--- src/rtl/playseq_sequenciador_n.sv ---
// PlaySeq engine: banked sequence RAM, LED preview, press checking,
// per-play timeout and record mode driven straight from the buttons.
module playseq_sequenciador_n #(
  parameter int W         = 4,
  parameter int ADDR      = 4,
  parameter int BANKS     = 4,
  parameter int T_JOGADA  = 5000,
  parameter int T_LED     = 500,
  parameter int T_APAGADO = 100,
  localparam int BW = (BANKS > 1) ? $clog2(BANKS) : 1
) (
  input  logic            clock,
  input  logic            reset_n,
  input  logic            iniciar,
  input  logic            gravar,
  input  logic [BW-1:0]   banco,
  input  logic [ADDR-1:0] tam_inicial,
  input  logic [W-1:0]    botoes,
  output logic [W-1:0]    leds,
  output logic            pronto,
  output logic            acertou,
  output logic            errou,
  output logic            timeout,
  output logic [3:0]      db_estado,
  output logic [ADDR-1:0] db_endereco,
  output logic [ADDR-1:0] db_limite,
  output logic [W-1:0]    db_jogada
);

  localparam int DEPTH = 2 ** ADDR;
  localparam int AW    = BW + ADDR;
  localparam int TM1   = (T_LED > T_APAGADO) ? T_LED : T_APAGADO;
  localparam int TMAX  = (T_JOGADA > TM1) ? T_JOGADA : TM1;
  localparam int TW    = $clog2(TMAX + 1);

  localparam logic [BW:0]   BANKS_W  = (BW + 1)'(BANKS);
  localparam logic [BW-1:0] BANK_MAX = BW'(BANKS - 1);

  typedef enum logic [3:0] {
    S_INICIAL = 4'd0,
    S_PREPARA = 4'd1,
    S_MOSTRA  = 4'd2,
    S_APAGA   = 4'd3,
    S_ESPERA  = 4'd4,
    S_COMPARA = 4'd5,
    S_PROXIMA = 4'd6,
    S_GRAVA   = 4'd7,
    S_ACERTO  = 4'd8,
    S_ERRO    = 4'd9,
    S_TMO     = 4'd10
  } state_t;

  state_t r_state;
  state_t w_state_nxt;

  logic [ADDR-1:0] r_end;
  logic [ADDR-1:0] r_lim;
  logic [BW-1:0]   r_bank;
  logic            r_rec;
  logic [TW-1:0]   r_tmr;
  logic            r_prev;
  logic [W-1:0]    r_jog;
  logic [W-1:0]    r_rdata;
  logic [W-1:0]    r_mem [BANKS*DEPTH];

  logic [ADDR-1:0] w_end_nxt;
  logic [ADDR-1:0] w_lim_nxt;
  logic [BW-1:0]   w_bank_nxt;
  logic [BW-1:0]   w_banco_cl;
  logic [AW-1:0]   w_rd_idx;
  logic [AW-1:0]   w_wr_idx;

  logic w_any;
  logic w_jogada;
  logic w_match;
  logic w_end_last;
  logic w_end_full;
  logic w_lim_full;
  logic w_led_done;
  logic w_dark_done;
  logic w_tmo_done;

  logic w_start;
  logic w_wr;
  logic w_show_adv;
  logic w_cmp_adv;
  logic w_rnd;
  logic w_cnt_en;
  logic w_cap;

  // rising edge of "any button" is one play
  assign w_any    = |botoes;
  assign w_jogada = w_any & ~r_prev;

  assign w_match    = (r_jog == r_rdata);
  assign w_end_last = (r_end == r_lim);
  assign w_end_full = (r_end == {ADDR{1'b1}});
  assign w_lim_full = (r_lim == {ADDR{1'b1}});

  assign w_led_done  = (r_tmr == TW'(T_LED - 1));
  assign w_dark_done = (r_tmr == TW'(T_APAGADO - 1));
  assign w_tmo_done  = (r_tmr == TW'(T_JOGADA - 1));

  assign w_banco_cl = ({1'b0, banco} >= BANKS_W)
                    ? BANK_MAX : banco;

  assign w_wr_idx = {r_bank, r_end};
  assign w_rd_idx = {w_bank_nxt, w_end_nxt};

  always_ff @(posedge clock or negedge reset_n) begin
    if (!reset_n) r_state <= S_INICIAL;
    else          r_state <= w_state_nxt;
  end

  always_comb begin
    w_state_nxt = r_state;
    unique case (r_state)
      S_INICIAL, S_ACERTO, S_ERRO, S_TMO:
        if (iniciar) w_state_nxt = S_PREPARA;
      S_PREPARA:
        w_state_nxt = r_rec ? S_GRAVA : S_MOSTRA;
      S_MOSTRA:
        if (w_led_done) w_state_nxt = S_APAGA;
      S_APAGA:
        if (w_dark_done)
          w_state_nxt = w_end_last ? S_ESPERA : S_MOSTRA;
      S_ESPERA:
        if (w_jogada)        w_state_nxt = S_COMPARA;
        else if (w_tmo_done) w_state_nxt = S_TMO;
      S_COMPARA:
        if (!w_match)        w_state_nxt = S_ERRO;
        else if (!w_end_last) w_state_nxt = S_ESPERA;
        else if (w_lim_full) w_state_nxt = S_ACERTO;
        else                 w_state_nxt = S_PROXIMA;
      S_PROXIMA:
        w_state_nxt = S_MOSTRA;
      S_GRAVA:
        if (w_jogada && w_end_full) w_state_nxt = S_ACERTO;
      default:
        w_state_nxt = S_INICIAL;
    endcase
  end

  always_comb begin
    leds       = '0;
    pronto     = 1'b0;
    acertou    = 1'b0;
    errou      = 1'b0;
    timeout    = 1'b0;
    w_start    = 1'b0;
    w_wr       = 1'b0;
    w_show_adv = 1'b0;
    w_cmp_adv  = 1'b0;
    w_rnd      = 1'b0;
    w_cnt_en   = 1'b0;
    w_cap      = 1'b0;
    unique case (r_state)
      S_INICIAL: begin
        pronto  = 1'b1;
        w_start = iniciar;
      end
      S_ACERTO: begin
        pronto  = 1'b1;
        acertou = 1'b1;
        w_start = iniciar;
      end
      S_ERRO: begin
        pronto  = 1'b1;
        errou   = 1'b1;
        w_start = iniciar;
      end
      S_TMO: begin
        pronto  = 1'b1;
        timeout = 1'b1;
        w_start = iniciar;
      end
      S_MOSTRA: begin
        leds     = r_rdata;
        w_cnt_en = 1'b1;
      end
      S_APAGA: begin
        w_cnt_en   = 1'b1;
        w_show_adv = w_dark_done;
      end
      S_ESPERA: begin
        leds     = botoes;
        w_cnt_en = 1'b1;
        w_cap    = 1'b1;
      end
      S_COMPARA:
        w_cmp_adv = w_match & ~w_end_last;
      S_PROXIMA:
        w_rnd = 1'b1;
      S_GRAVA: begin
        leds  = botoes;
        w_cap = 1'b1;
        w_wr  = w_jogada;
      end
      default: ;
    endcase
  end

  always_comb begin
    w_end_nxt  = r_end;
    w_lim_nxt  = r_lim;
    w_bank_nxt = r_bank;
    unique case (1'b1)
      w_start: begin
        w_bank_nxt = w_banco_cl;
        w_lim_nxt  = gravar ? {ADDR{1'b1}} : tam_inicial;
        w_end_nxt  = '0;
      end
      w_wr:
        if (!w_end_full) w_end_nxt = r_end + 1'b1;
      w_show_adv:
        w_end_nxt = w_end_last ? '0 : r_end + 1'b1;
      w_cmp_adv:
        w_end_nxt = r_end + 1'b1;
      w_rnd: begin
        w_lim_nxt = r_lim + 1'b1;
        w_end_nxt = '0;
      end
      default: ;
    endcase
  end

  always_ff @(posedge clock or negedge reset_n) begin
    if (!reset_n) begin
      r_end  <= '0;
      r_lim  <= '0;
      r_bank <= '0;
      r_rec  <= 1'b0;
      r_tmr  <= '0;
      r_prev <= 1'b0;
      r_jog  <= '0;
    end else begin
      r_end  <= w_end_nxt;
      r_lim  <= w_lim_nxt;
      r_bank <= w_bank_nxt;
      r_prev <= w_any;
      if (w_start)
        r_rec <= gravar;
      if (w_state_nxt != r_state)
        r_tmr <= '0;
      else if (w_cnt_en)
        r_tmr <= r_tmr + 1'b1;
      if (w_jogada && w_cap)
        r_jog <= botoes;
    end
  end

  // read address is the next-cycle address so data lines up with state
  always_ff @(posedge clock) begin
    if (w_wr)
      r_mem[w_wr_idx] <= botoes;
    r_rdata <= r_mem[w_rd_idx];
  end

  assign db_estado   = r_state;
  assign db_endereco = r_end;
  assign db_limite   = r_lim;
  assign db_jogada   = r_jog;

endmodule
--- config.mk ---
export PLATFORM = sky130hd
export DESIGN_NAME = playseq_sequenciador_n
export DESIGN_NICKNAME = d
export VERILOG_FILES = /design/src/rtl/playseq_sequenciador_n.sv
export SDC_FILE = /design/constraint.sdc
export NUM_CORES = 1
export LEC_CHECK = 0
export ABC_AREA = 1
export BUFFER_PORTS_ARGS = -buffer_cell sky130_fd_sc_hd__buf_2
export CORE_MARGIN = 2
export CORE_UTILIZATION = 30
export CTS_CLUSTER_DIAMETER = 80
export DETAILED_ROUTE_END_ITERATION = 8
export GPL_TIMING_DRIVEN = 0
export SYNTH_ARGS = -nofsm -noshare
export SYNTH_HDL_FRONTEND = slang
export SYNTH_SLANG_ARGS = --single-unit
--- constraint.sdc ---
create_clock -name clock -period 2.67 [get_ports clock]
set_clock_uncertainty 0.15 [all_clocks]
set_input_delay 0.1335 -clock clock [delete_from_list [all_inputs] [get_ports clock]]
set_output_delay 0.1335 -clock clock [all_outputs]
set_load 0.05 [all_outputs]
## Yosys cells after proc, flatten, opt, wreduce, memory -nomap -nowiden

Memory sizes are Yosys's and may differ from the RTL's. A register that Yosys moved wholly into a read port is not among the register bits.
Cells that the tools add are included.

| word-level totals | value |
|---|---|
| flip-flop bits (word level) | 33 |
| bits in writable memories | 256 |
| bits of input ports | 14 |
| output and inout port bits | 24 |
| word-level logic and storage cells | 78 |
| memories | 1 |

Memories:

| memory | depth | width | read ports | clocked after Yosys merged registers in | write ports | line | RTL |
|---|---|---|---|---|---|---|---|
| r_mem | 64 | 4 | 1 | 1 | 1 | 64 | `logic [W-1:0] r_mem [BANKS*DEPTH];` |

| cells by class | value |
|---|---|
| $add $sub $neg | 3 |
| equal/unequal tests | 18 |
| multiplexer cells | 34 |
| bitwise logic cells | 4 |
| reductions and logical operators | 10 |

Operator list:

| kind | number |
|---|---|
| $mux 4 | 12 |
| $pmux 4 s8 | 1 |
| $mux 13 | 2 |
| $eq 4x4->1 const B | 5 |
| $eq 4x3->1 const B | 4 |
| $pmux 4 s2 | 2 |
| $pmux 4 s4 | 1 |
| $add 13x1->13 const B | 1 |
| $eq 13x13->1 const B | 1 |
| $eq 13x7->1 const B | 1 |
| $eq 13x9->1 const B | 1 |
| $mux 1 | 13 |
| $add 4x1->4 const B | 2 |
| $eq 4x2->1 const B | 2 |
| $eq 4x4->1 | 2 |
| $reduce_or 4->1 | 2 |
| $mux 3 | 2 |
| $eq 4x1->1 const B | 1 |
| $logic_not 4->1 | 1 |
| $ne 4x4->1 | 1 |
| $reduce_bool 2->1 | 2 |
| $reduce_or 2->1 | 2 |
| $reduce_or 3->1 | 1 |
| $and 1x1->1 | 2 |
| other kinds (3) | 5 |

## Logic depth before layout (Yosys ltp)

| logic depth | value |
|---|---|
| depth in word-level cells | 7 |
| gate-level depth with buffers | 20 |
| gate-level depth less buffers | 17 |

## Least setup slack after synthesis

Ideal clock, no wire load.

| timing | value |
|---|---|
| path kind | register to register |
| start | register r_state[0], in the netlist db_estado[0] |
| end | register r_rdata[2], read port of r_mem |
| arrival | 2.623 ns |
| path slack | -0.217 ns |
| cell stages (with the launch flop) | 19 |
| period minus slack after synthesis | 2.887 ns |
| cells stage by stage | dfrtp_1 buf_2 nand2_1 nand2_1 nand2_2 nand2_4 nand3_2 nor2_4 nand3_2 nand2_2 buf_6 buf_2 nand2_1 nand3_1 nand3_1 nand3_1 nand3_1 nand3_1 nand2_1 |

| between the ends | value |
|---|---|
| cells in the longest elaborated chain, start to end | 5 |
| elaborated cells on any way between the ends | 17 |

RTL lines:

| what | line | RTL |
|---|---|---|
| start: declaration | 53 | `state_t r_state;` |
| start signal: assignment | 112 | `else r_state <= w_state_nxt;` |
| $eq 4x4->1 or $logic_not 4->1 (tied branches) | 157 | `unique case (r_state)` |
| $reduce_or 4->1 (no source line) | - |  |
| $mux 1 | 157 |  |
| $reduce_or 2->1 (no source line) | - |  |
| $pmux 4 s4 | 207 | `unique case (1'b1)` |
| end: declaration | 63 | `logic [W-1:0] r_rdata;` |

Parallel ways exist; a longest one is shown, timed or not.
A chain may end at the register's enable or synchronous reset.

## Worst setup path after layout

| timing | value |
|---|---|
| start | register r_end[1], in the netlist db_endereco[1] |
| end | register r_rdata[1], read port of r_mem |

| between the ends | value |
|---|---|
| cells in the longest elaborated chain, start to end | 5 |
| elaborated cells on any way between the ends | 9 |

RTL lines:

| what | line | RTL |
|---|---|---|
| start: declaration | 56 | `logic [ADDR-1:0] r_end;` |
| start signal: assignment | 237 | `r_end <= w_end_nxt;` |
| branches (longest 4 deep; another with $add 4x1->4) | - |  |
| $pmux 4 s4 (*) | 207 |  |

Mark *: on every way between the ends.

==> reports/metrics.yaml <==
worst_setup_path:
  rr_worst_depth: 19
  crit_path_max_incr_delay_ns: 0.49
  cp_top_family: "simple AND/OR/NAND/NOR gates"
  crit_cells: 19
  cpMostUsedCell: "nand3_1"
  crit_fanout: 6
  crit_chain: "ha_4 > nand2_4 > nor2_4 > inv_2 > nand2_2 > nand3_2 > o21ai_2 > nor2_4 > buf_12 > nand2_8 > clkbuf_16 > clkbuf_16 > nand2_1 > nand3_1 > nand3_1 > nand3_1 > nand3_1 > nand3_2 > nand2_2"
  rrSetupSlack_ns: -0.21
  crit_start: "db_endereco[1]$_DFF_PN0_"
  reg2reg_from: "db_endereco[1]$_DFF_PN0_"
  critical_path_arrival_ns: 3.15
  critPathCapture: "r_rdata[1]$_DFF_P_"
  worstSetupPathType: "reg2reg"
  cp.required_ns: 2.94
  end_kind: "register"
  startpoint_type: "register"
  crit_buf_inv: 4
  crit_slowest_cell: "dfrtp_2"
  regToRegEndpoint: "r_rdata[1]$_DFF_P_"
synthesis:
  syn_area_per_cell_um2: 9.86
  synth_flop_cell: "edfxtp_1"
  synth-xor-area-share: 0.00877
  synth_top_family_by_area: "simple AND/OR/NAND/NOR gates"
  yosys.area.top_type: "edfxtp_1"
  synthAdderAreaFrac: 0.00269
  seq_area_frac_synth: 0.615
  ys_types: 36
  ys_seq_elements: 293
  syn_inst: 1418
  synth_area_um2: 14000
  synth-edff-count: 256
  synth_compound_area_frac: 0.0188
  synthMuxAreaShare: 0
  synth_top_area_frac: 0.550
  synthArstFlopShare: 0.113
  yosys.area_share.simple: 0.274
  mappedNetlistNets: 1435
  synth.area.top_cells: "edfxtp_1 55%, nand3_1 11%, nand2_1 7.1%, dfrtp_1 5.9%, inv_1 4.9%"
  yosysWarnings: 0
outcome:
  outcome: "finished, violations left"
  violations: "hold timing, setup timing"
power:
  p_int_w: 0.0100
  switching_power_w: 0.00610
  power.density_nw_per_um2: 875
  seqPwrFrac: 0.330
  total_power_w: 0.0161
  power_frac_clock: 0.277
  leakagePower_nw: 7.26
  comb_power_share: 0.392
  switching_share: 0.378
  ir_worst_vdd_uv: 978
min_path:
  hp-start: "botoes[2]"
  hold_path_class: "in2reg"
clock_tree:
  clk_pin_slew_ns: 0.06
  clock_latency_ns: 0.55
  ctsRootBufferMaster: "clkbuf_16"
  clockBufferDepth: 3
  cts_htree_levels: 2
  clock_sinks: 293
  cts_made_buffers: 34
  cts_tree: "done"
final_layout:
  nFillCells: 4388
  fin_util: 0.398
  nets: 1602
  drive_above_1_share: 0.247
  syn2layout_area_growth_pct: 31.8
drt:
  drc: 0
  vias: 11800
  avgRoutedWirePerCell_um: 24.2
  wirelength_mm: 53.7
  ant_nets: 0
  drtPass1Iterations: 7
  viasPerCell: 5.34
  drt_iter0_drc: 1854
floorplan:
  core_area_um2: 46300
  row_count: 79
  die_w_um: 220
  start_util: 0.302
  die_height_um: 220
  ios: 38
  die-area_um2: 48300
job:
  drv_cap: 0
placed_design:
  hpwl_mm: 31.8
  post-place-ws_ns: -1.20
  place_congestion: 0.964
  io_buffers: 37
timing:
  slew_violations: 0
  fin_setup_tns_ns: -0.800
  setup_violations: 4
  hold_slack_ns: -0.0184
  timing.final.crit_period_ns: 2.88
  max_freq_mhz: 347
  worst_pin_slew_ns: 0.876
  rsz0062_at_grt: "yes"
  finalCritPeriodShare: 1.08
  max_slew_margin: 0.416
  fin_ws_ns: -0.214
  hold_viol_final: 10
global_routing:
  grt.total_usage: 0.208
  grt_first_pass_wirelength_mm: 72.5
  antenna_found_initial: 1
  grt_start_max_net_pins: 67
  grt-ovfl-total: 0
  grt_pass1_vias: 11000
cell type report:
cell class | count | area, µm² | share of cell area
Antenna cell | 1 | 2.50 | 0.000136
Buffer | 67 | 1020 | 0.0552
Clock buffer | 41 | 897 | 0.0487
Clock inverter | 20 | 149 | 0.00808
Inverter | 194 | 759 | 0.0412
Multi-Input combinational cell | 864 | 4940 | 0.268
Sequential cell | 293 | 8600 | 0.467
Tap cell | 607 | 759 | 0.0412
Timing Repair Buffer | 131 | 1290 | 0.0703
power groups by stage:
stage,Combinational (W),Clock [W],Sequential (W)
finish,0.00632,0.00447,0.00533
global route,0.00655,0.00465,0.00535
CTS,0.00496,0.00447,0.00532
detailed placement,0.00420,0,0.00539
global placement,0.00420,0,0.00539
floorplan,0.00238,0,0.00564
stage by stage:
| step | instance area, µm² | std cells |
|---|---|---|
| after floorplan | 14000 | 1418 |
| after global placement | 14900 | 2062 |
| after detailed placement | 15000 | 2063 |
| after CTS | 17000 | 2161 |
| after global routing | 18400 | 2217 |
| final | 18400 | 2218 |
Yosys cell counts (3+ instances only):
cell type	number
xor2_1	11
nand3_2	3
nand4_1	8
nand2_1	264
nand3b_1	84
nand2_2	4
o22ai_1	4
o21ai_2	3
inv_1	182
buf_6	6
nor3_1	14
o21ai_0	19
xnor2_1	3
ha_1	3
edfxtp_1	256
buf_4	12
dfxtp_1	4
dfrtp_1	33
nor2_2	6
nand3_1	296
nor2_1	117
a21oi_1	8
inv_2	11
buf_2	46
o211ai_1	4
clkbuf_1	4
cell usage in the layout, fill, tap and decap left out, types with 4 or more instances in the layout:
cell,count
edfxtp_1,256
nand2_1,238
nand3_1,222
inv_1,180
nor2_1,99
nand3b_1,84
nand3_2,70
buf_4,67
clkbuf_16,50
buf_12,34
buf_2,34
dfrtp_1,26
nand2_2,25
o21ai_0,18
buf_6,17
nor3_1,14
nor2_2,14
buf_8,14
dlygate4sd3_1,13
nor2_4,12
xor2_1,11
clkinv_1,9
nand3_4,8
nand4_1,8
a21oi_1,8
dfrtp_2,7
inv_2,5
nand2_4,5
clkbuf_1,5
o22ai_1,4
o211ai_1,4
inv_4,4
clkinvlp_4,4
dfxtp_1,4
routing by layer:
metal | track usage | up-vias | routed length [µm]
met2 | 0.321 | 841 | 23500
met5 | 0 | - | 0
met1 | 0.268 | 5680 | 20500
met3 | 0.0559 | 181 | 6420
li1 | - | 5132 | -
met4 | 0.103 | 0 | 3290
kinds of logic (layout without fill, tap and decap cells):
| group | Yosys count | count (layout) |
|---|---|---|
| other | 0 | 1 |
| AOI/OAI and AO/OA | 43 | 43 |
| xor gates and xnor gates | 14 | 14 |
| DFF | 293 | 293 |
| and+or+nand+nor | 803 | 804 |
| buffers and inverters | 262 | 453 |
| adders and majority gates | 3 | 3 |
flip-flops by register name (all words and copies together), names as in the netlist:
name and flops:
r_mem 256, r_tmr 13, db_endereco 4, db_estado 4, db_jogada 4, db_limite 4
r_rdata 4, r_bank 2, r_prev 1, r_rec 1
what timing repair did:
item / in CTS / in global routing
pin swaps: 8 / 42
gates cloned: 1 / 17
endpoints found under the hold margin: 40 / 0
setup buffers: 24 / 39
gates resized for setup: 193 / 156
endpoints found under the setup margin: 208 / 200
hold buffers: 13 / 0
how the worst min path moves through the flow:
stage / to / cells past startpoint
floorplan: db_endereco[0]$_DFF_PN0_ / 0
global placement: r_rec$_DFFE_PN0N_ / 1
global route: r_mem[25][2]$_DFFE_PP_ / 1
CTS: r_rdata[2]$_DFF_P_ / 5
detailed placement: r_rec$_DFFE_PN0N_ / 1
finish: r_mem[25][2]$_DFFE_PP_ / 1
Note: power is estimated with default switching activity, not from simulation.
